`config.mk`:
```
export PLATFORM = sky130hd
export DESIGN_NAME = instruction_fetch_unit
export DESIGN_NICKNAME = d
export VERILOG_FILES = /design/src/rtl/fetch_pkg.sv /design/src/rtl/if_id_register.sv /design/src/rtl/instruction_fetch_unit.sv
export SDC_FILE = /design/constraint.sdc
export NUM_CORES = 1
export LEC_CHECK = 0
export CAP_MARGIN = 20
export CORE_ASPECT_RATIO = 0.9
export CORE_MARGIN = 5
export CORE_UTILIZATION = 30
export CTS_CLUSTER_DIAMETER = 100
export DETAILED_ROUTE_END_ITERATION = 10
export PLACE_DENSITY = 0.53
export SYNTH_ARGS = -nofsm -noshare
export SYNTH_HDL_FRONTEND = slang
export SYNTH_SLANG_ARGS = --single-unit
```
`constraint.sdc`:
```
create_clock -name Clk -period 3.6 [get_ports Clk]
set_input_delay 0.72 -clock Clk [delete_from_list [all_inputs] [get_ports Clk]]
set_output_delay 0.72 -clock Clk [all_outputs]
set_load 0.005 [all_outputs]
```
`src/rtl/fetch_pkg.sv`:
```
// rtl/fetch_pkg.sv - shared state encoding and constants for the instruction fetch unit
package fetch_pkg;

    typedef enum logic [1:0] {
        ST_BOOT = 2'd0,
        ST_RUN  = 2'd1,
        ST_HALT = 2'd2
    } fetch_state_t;

    localparam logic [31:0] DEFAULT_RESET_PC  = 32'h0000_0000;
    localparam logic [31:0] DEFAULT_HALT_WORD = 32'hFFFF_FFFF;
    localparam logic [31:0] NOP_WORD          = 32'h0000_0000;

endpackage

```
`src/rtl/if_id_register.sv`:
```
// rtl/if_id_register.sv - IF/ID pipeline register; flush beats stall, a bubble clears every field
module if_id_register
    import fetch_pkg::*;
(
    input  logic        i_clk,
    input  logic        i_rst_n,
    input  logic        i_stall,
    input  logic        i_flush,
    input  logic [31:0] i_instruction,
    input  logic [31:0] i_pc_plus4,
    input  logic        i_valid,
    output logic [31:0] o_instruction,
    output logic [31:0] o_pc_plus4,
    output logic        o_valid
);

    logic [31:0] r_instruction;
    logic [31:0] r_pc_plus4;
    logic        r_valid;

    always_ff @(posedge i_clk or negedge i_rst_n) begin
        if (!i_rst_n) begin
            r_instruction <= NOP_WORD;
            r_pc_plus4    <= 32'h0;
            r_valid       <= 1'b0;
        end else if (i_flush) begin
            r_instruction <= NOP_WORD;
            r_pc_plus4    <= 32'h0;
            r_valid       <= 1'b0;
        end else if (!i_stall) begin
            r_instruction <= i_instruction;
            r_pc_plus4    <= i_pc_plus4;
            r_valid       <= i_valid;
        end
    end

    assign o_instruction = r_instruction;
    assign o_pc_plus4    = r_pc_plus4;
    assign o_valid       = r_valid;

endmodule

```
`src/rtl/instruction_fetch_unit.sv`:
```
// rtl/instruction_fetch_unit.sv - PC, BOOT/RUN/HALT FSM and fetch counter feeding the IF/ID register
// Optional build macro: BRANCH_DELAY_SLOT_EN (keep the word fetched alongside a taken branch)
module instruction_fetch_unit
    import fetch_pkg::*;
#(
    parameter logic [31:0] RESET_PC  = DEFAULT_RESET_PC,
    parameter logic [31:0] HALT_WORD = DEFAULT_HALT_WORD
) (
    input  logic        Clk,
    input  logic        Rst,
    input  logic        Stall,
    input  logic        Flush,
    input  logic        BranchTaken,
    input  logic [31:0] BranchTarget,
    input  logic [31:0] Instruction,
    output logic [31:0] Address,
    output logic [31:0] IF_ID_Instruction,
    output logic [31:0] IF_ID_PCPlus4,
    output logic        IF_ID_Valid,
    output logic        Halted,
    output logic [31:0] FetchCount
);

    fetch_state_t r_state;
    logic [31:0]  r_pc;
    logic [31:0]  r_fetch_count;
    logic         r_halted;

    logic [31:0]  w_pc_plus4;
    logic [31:0]  w_redirect;
    logic         w_in_run;
    logic         w_branch_squash;
    logic         w_squash;
    logic         w_capture;
    logic         w_halt_hit;

    assign w_pc_plus4 = r_pc + 32'd4;
    assign w_redirect = BranchTarget & ~32'h3;
    assign w_in_run   = (r_state == ST_RUN);
    assign w_halt_hit = (Instruction == HALT_WORD);

`ifdef BRANCH_DELAY_SLOT_EN
    assign w_branch_squash = 1'b0;
`else
    assign w_branch_squash = BranchTaken;
`endif

    assign w_squash  = Flush | w_branch_squash;
    assign w_capture = w_in_run & ~w_squash & ~Stall;

    // A taken branch redirects even under stall so the redirect cannot be lost.
    always_ff @(posedge Clk or negedge Rst) begin
        if (!Rst) begin
            r_state       <= ST_BOOT;
            r_pc          <= RESET_PC;
            r_fetch_count <= 32'h0;
            r_halted      <= 1'b0;
        end else begin
            case (r_state)
                ST_BOOT: r_state <= ST_RUN;
                ST_RUN: begin
                    if (BranchTaken)
                        r_pc <= w_redirect;
                    else if (!Stall)
                        r_pc <= w_pc_plus4;
                    if (w_capture) begin
                        r_fetch_count <= r_fetch_count + 32'd1;
                        if (w_halt_hit) begin
                            r_state  <= ST_HALT;
                            r_halted <= 1'b1;
                        end
                    end
                end
                ST_HALT: r_halted <= 1'b1;
                default: r_state <= ST_BOOT;
            endcase
        end
    end

    if_id_register u_if_id (
        .i_clk         (Clk),
        .i_rst_n       (Rst),
        .i_stall       (Stall),
        .i_flush       (~w_in_run | w_squash),
        .i_instruction (Instruction),
        .i_pc_plus4    (w_pc_plus4),
        .i_valid       (1'b1),
        .o_instruction (IF_ID_Instruction),
        .o_pc_plus4    (IF_ID_PCPlus4),
        .o_valid       (IF_ID_Valid)
    );

    assign Address    = r_pc;
    assign Halted     = r_halted;
    assign FetchCount = r_fetch_count;

endmodule

```
==> reports/metrics.sh <==
STATUS='finished, final reports clean'
CLOCK_INSERTION_DELAY_WORST_SKEW_NS=0.41
H-TREE-DEPTH=4
TRITONCTS='built'
YS_WARN_COUNT=0
ANTENNA_VIOLATING_NETS_POST_ROUTE=0
FINAL_PERIOD_MINUS_WORST_SETUP_SLACK_NS=2.74
DIODES_INSERTED=0
WHS_NS=0.342
SYNTH_AREA_MM2=0.00633
SKEW_NS=0.0102
POWER.DENSITY_CELL_AREA_mW_PER_MM2=445
NETLIST_INSTANCES=650
GRT_FIRST_PASS_WIRELENGTH_UM=33200
SETUP.REG_TO_REG.WORST_SLACK_NS=1.07
MAX_CAP_CHECK_VIOLATION_COUNT=0
REPORT.FINAL.HOLD_VIOL_COUNT=0
TIMING.MAX_SLEW.REL_SLACK_PCT=46.8
GRT_START_MAX_NET_PINS=76
STARTING_DENSITY_PCT=30.5
DETAILEDROUTE.FIRSTPASSITERATIONCOUNT=4
INITIAL_DRT_MARKERS=370
DIE_AREA_MM2=0.0241
FF2FF_PATH_DEPTH=7
ROUTED_WIRELENGTH_UM=20500
RSZ_0062_RAISED_AFTER_GLOBAL_ROUTING='false'
CLOCK.FMAX_MHz=365
DRT-VIAS-PER-INSTANCE=5.07
DP_WORST_SETUP_SLACK_NS=0.413
SYNTH_ASYNC_SR_FLOP_SHARE_PCT=100
POST-ROUTE-UTIL_PCT=43.9
GLOBALROUTEOVERFLOWTOTAL=0
CTS-RESIZED-GATES=0
ANTENNA_VIOLATIONS_BEFORE_REPAIR=0
DETAILED_PLACE.AREA_MM2=0.00854
POST_LAYOUT_NONFILLER_INSTANCES=1126
PLACEMENT_ROWS=50
POST_PLACE_CELLS=1095
CRIT_ARRIVAL_NS=3.01
RR_ENDPOINT='Address[26]$_DFFE_PN0P_'
SYNTHFLOPTYPE='sky130_fd_sc_hd__dfrtp_1'
CORE_AREA_MM2=0.0208
SYNTH.DISTINCT_CELLS=42
STDCELL_AREA_MM2=0.00911
DETAILED_PLACE_HPWL_UM=14500
IO_BUFFER_COUNT=194
SYNTH_TOP_CELLS_BY_COUNT='sky130_fd_sc_hd__dfrtp_1 (129), sky130_fd_sc_hd__nor2_1 (73), sky130_fd_sc_hd__a21oi_1 (51), sky130_fd_sc_hd__xnor2_1 (39), sky130_fd_sc_hd__clkbuf_1 (38)'
SYNTH_TOP_CELL_AREA_SHARE_PCT=51.0
CTS_HOLD_BUFFERS=0
CLOCK_BUFFERS_CREATED_BY_TRITONCTS=17
VDD.IR_DROP.WORST_uV=277
CTS.REPORTEDPATHS.CLKPINSLEW_NS=0.06
END_KIND='flip-flop'
SYNTH_SEQUENTIAL_AREA_RATIO_PCT=51.0
SYNTH.TOP_CELLS.BY_AREA='sky130_fd_sc_hd__dfrtp_1 (51%), sky130_fd_sc_hd__mux2i_1 (5.7%), sky130_fd_sc_hd__xnor2_1 (5.4%)'
VIAS=5713
YOSYS.AREA.TOP_TYPE='sky130_fd_sc_hd__dfrtp_1'
FIN_CRIT_SH_PCT=76.0
GRT_USAGE_PCT=17.2
WORSTPATHMAXFANOUT=41
COUNT_OF_PINS_ON_THE_BLOCK_BOUNDARY=199
FINALMAXSLEWVIOLATIONS=0
CRIT_TYPE='primary input to flip-flop'
GPL.FINAL_WEIGHTED_CONGESTION=0.836
REQUIRED_TIME_OF_THE_WORST_SETUP_PATH_NS=3.87
ROUTED_WIRE_LENGTH_PER_INSTANCE_UM=18.2
WORST_HOLD_PATH_TYPE='primary input to asynchronous set/reset pin'
WORST_SLEW_PIN_SLEW_NS=0.790
CTS_BUFFER_DEPTH=2
REG2REG_FROM='Address[2]$_DFFE_PN0P_'
LAYOUT.NETS=899
CTS_SINKS=129
DIE_H_UM=148
FINAL.SETUP.WORST_SLACK_NS=0.862
YOSYS_REGISTER_BITS=129
CTS_ROOT_BUF='sky130_fd_sc_hd__clkbuf_16'
POSTCTSSETUPBUFFERS=0
YOSYSMOSTFREQUENTCELL='sky130_fd_sc_hd__dfrtp_1'
FLOORPLAN.DIE.WIDTH_UM=163
POWER_mW=4.05
DRC_ERRORS=0
WORSTSETUPSTARTPOINTTYPE='primary input'
VIAS_IN_THE_FIRST_GLOBAL_ROUTE=5956
SYNTH.AVG_CELL_AREA_UM2=9.74
SYNTH-EDFF-COUNT=0
DRIVE_ABOVE_1_SHARE_PCT=5.83
TIMING.SETUP.TNS_NS=0
SYNTH_TO_LAYOUT_AREA_GROWTH_PCT=43.9
P_LEAK_nW=3.78
SETUP_VIOL_COUNT_FINAL=0
[per-layer routing]
layer	wire length [um]	track usage [%]	share of wire (%)	vias up
li1	-	-	-	2684
met5	0	0	0	-
met3	1260	4.77	6.1	20
met1	9130	22.7	44	2840
met2	9900	27.6	48	169
met4	243	5.12	1.2	0
[cells by family (layout without fill, tap and decap cells)]
| kind of cell | Yosys count | after routing | synth area share, % |
|---|---|---|---|
| xor gates and xnor gates | 57 | 57 | 7.88 |
| muxes | 37 | 37 | 5.87 |
| buffers and inverters | 58 | 247 | 3.71 |
| adders and majority gates | 2 | 2 | 0.395 |
| AOI/OAI and AO/OA | 138 | 138 | 13.1 |
| and+or+nand+nor | 228 | 228 | 18.0 |
| DFF | 129 | 129 | 51.0 |
| other | 1 | 2 | 0.0592 |
[worst max-delay path, cell delays in order]
cell,delay (ns)
sky130_fd_sc_hd__clkdlybuf4s50_1,0.58
sky130_fd_sc_hd__buf_4,0.44
sky130_fd_sc_hd__nand2b_1,0.18
sky130_fd_sc_hd__nand3_1,0.36
sky130_fd_sc_hd__buf_4,0.39
sky130_fd_sc_hd__a21oi_1,0.20
sky130_fd_sc_hd__o211ai_1,0.11
[layout make-up]
cell class              count  area [um2]
clock buffers              20         457
clock inverters            11         114
fillers                  2001       11700
inverters                  10        37.5
multi-input cells         464        2880
flip-flops and latches    129        3230
well taps                 286         358
repair buffers            206        2040
[state kept, by name, summed over array words and instances, names as in the netlist]
| signal | count |
|---|---|
| r_state | 2 |
| u_if_id.o_valid | 1 |
| FetchCount | 32 |
| u_if_id.o_pc_plus4 | 31 |
| Address | 30 |
| u_if_id.o_instruction | 32 |
| Halted | 1 |
[report_power, final]
part           internal [mW]  switching [mW]
Combinational          0.371           0.290
Sequential              1.55           0.147
Clock                   1.05           0.654
Total                   2.96            1.09
[worst max path at each step]
stage,start,end
after global routing,BranchTaken,Address[25]$_DFFE_PN0P_
after global placement,BranchTaken,FetchCount[21]$_DFFE_PN0P_
after floorplan,Flush,FetchCount[15]$_DFFE_PN0P_
after detailed placement,BranchTaken,FetchCount[21]$_DFFE_PN0P_
after CTS,BranchTaken,Address[17]$_DFFE_PN0P_
final,BranchTaken,Address[17]$_DFFE_PN0P_
[layout by cell type, fill, tap and decap left out, types with 10 or more instances in the layout]
master	instances
sky130_fd_sc_hd__nor4_1	11
sky130_fd_sc_hd__mux2i_1	36
sky130_fd_sc_hd__dfrtp_1	129
sky130_fd_sc_hd__xnor2_1	39
sky130_fd_sc_hd__nor2_1	73
sky130_fd_sc_hd__nand4_1	26
sky130_fd_sc_hd__xor2_1	18
sky130_fd_sc_hd__nand3_1	33
sky130_fd_sc_hd__a31oi_1	11
sky130_fd_sc_hd__a21oi_1	51
sky130_fd_sc_hd__clkdlybuf4s50_1	192
sky130_fd_sc_hd__o21ai_0	32
sky130_fd_sc_hd__buf_4	11
sky130_fd_sc_hd__o22ai_1	10
sky130_fd_sc_hd__clkbuf_16	17
sky130_fd_sc_hd__nor3_1	13
sky130_fd_sc_hd__and3_1	17
sky130_fd_sc_hd__nand2_1	36
No activity file was read; power rests on OpenSTA's default activity.
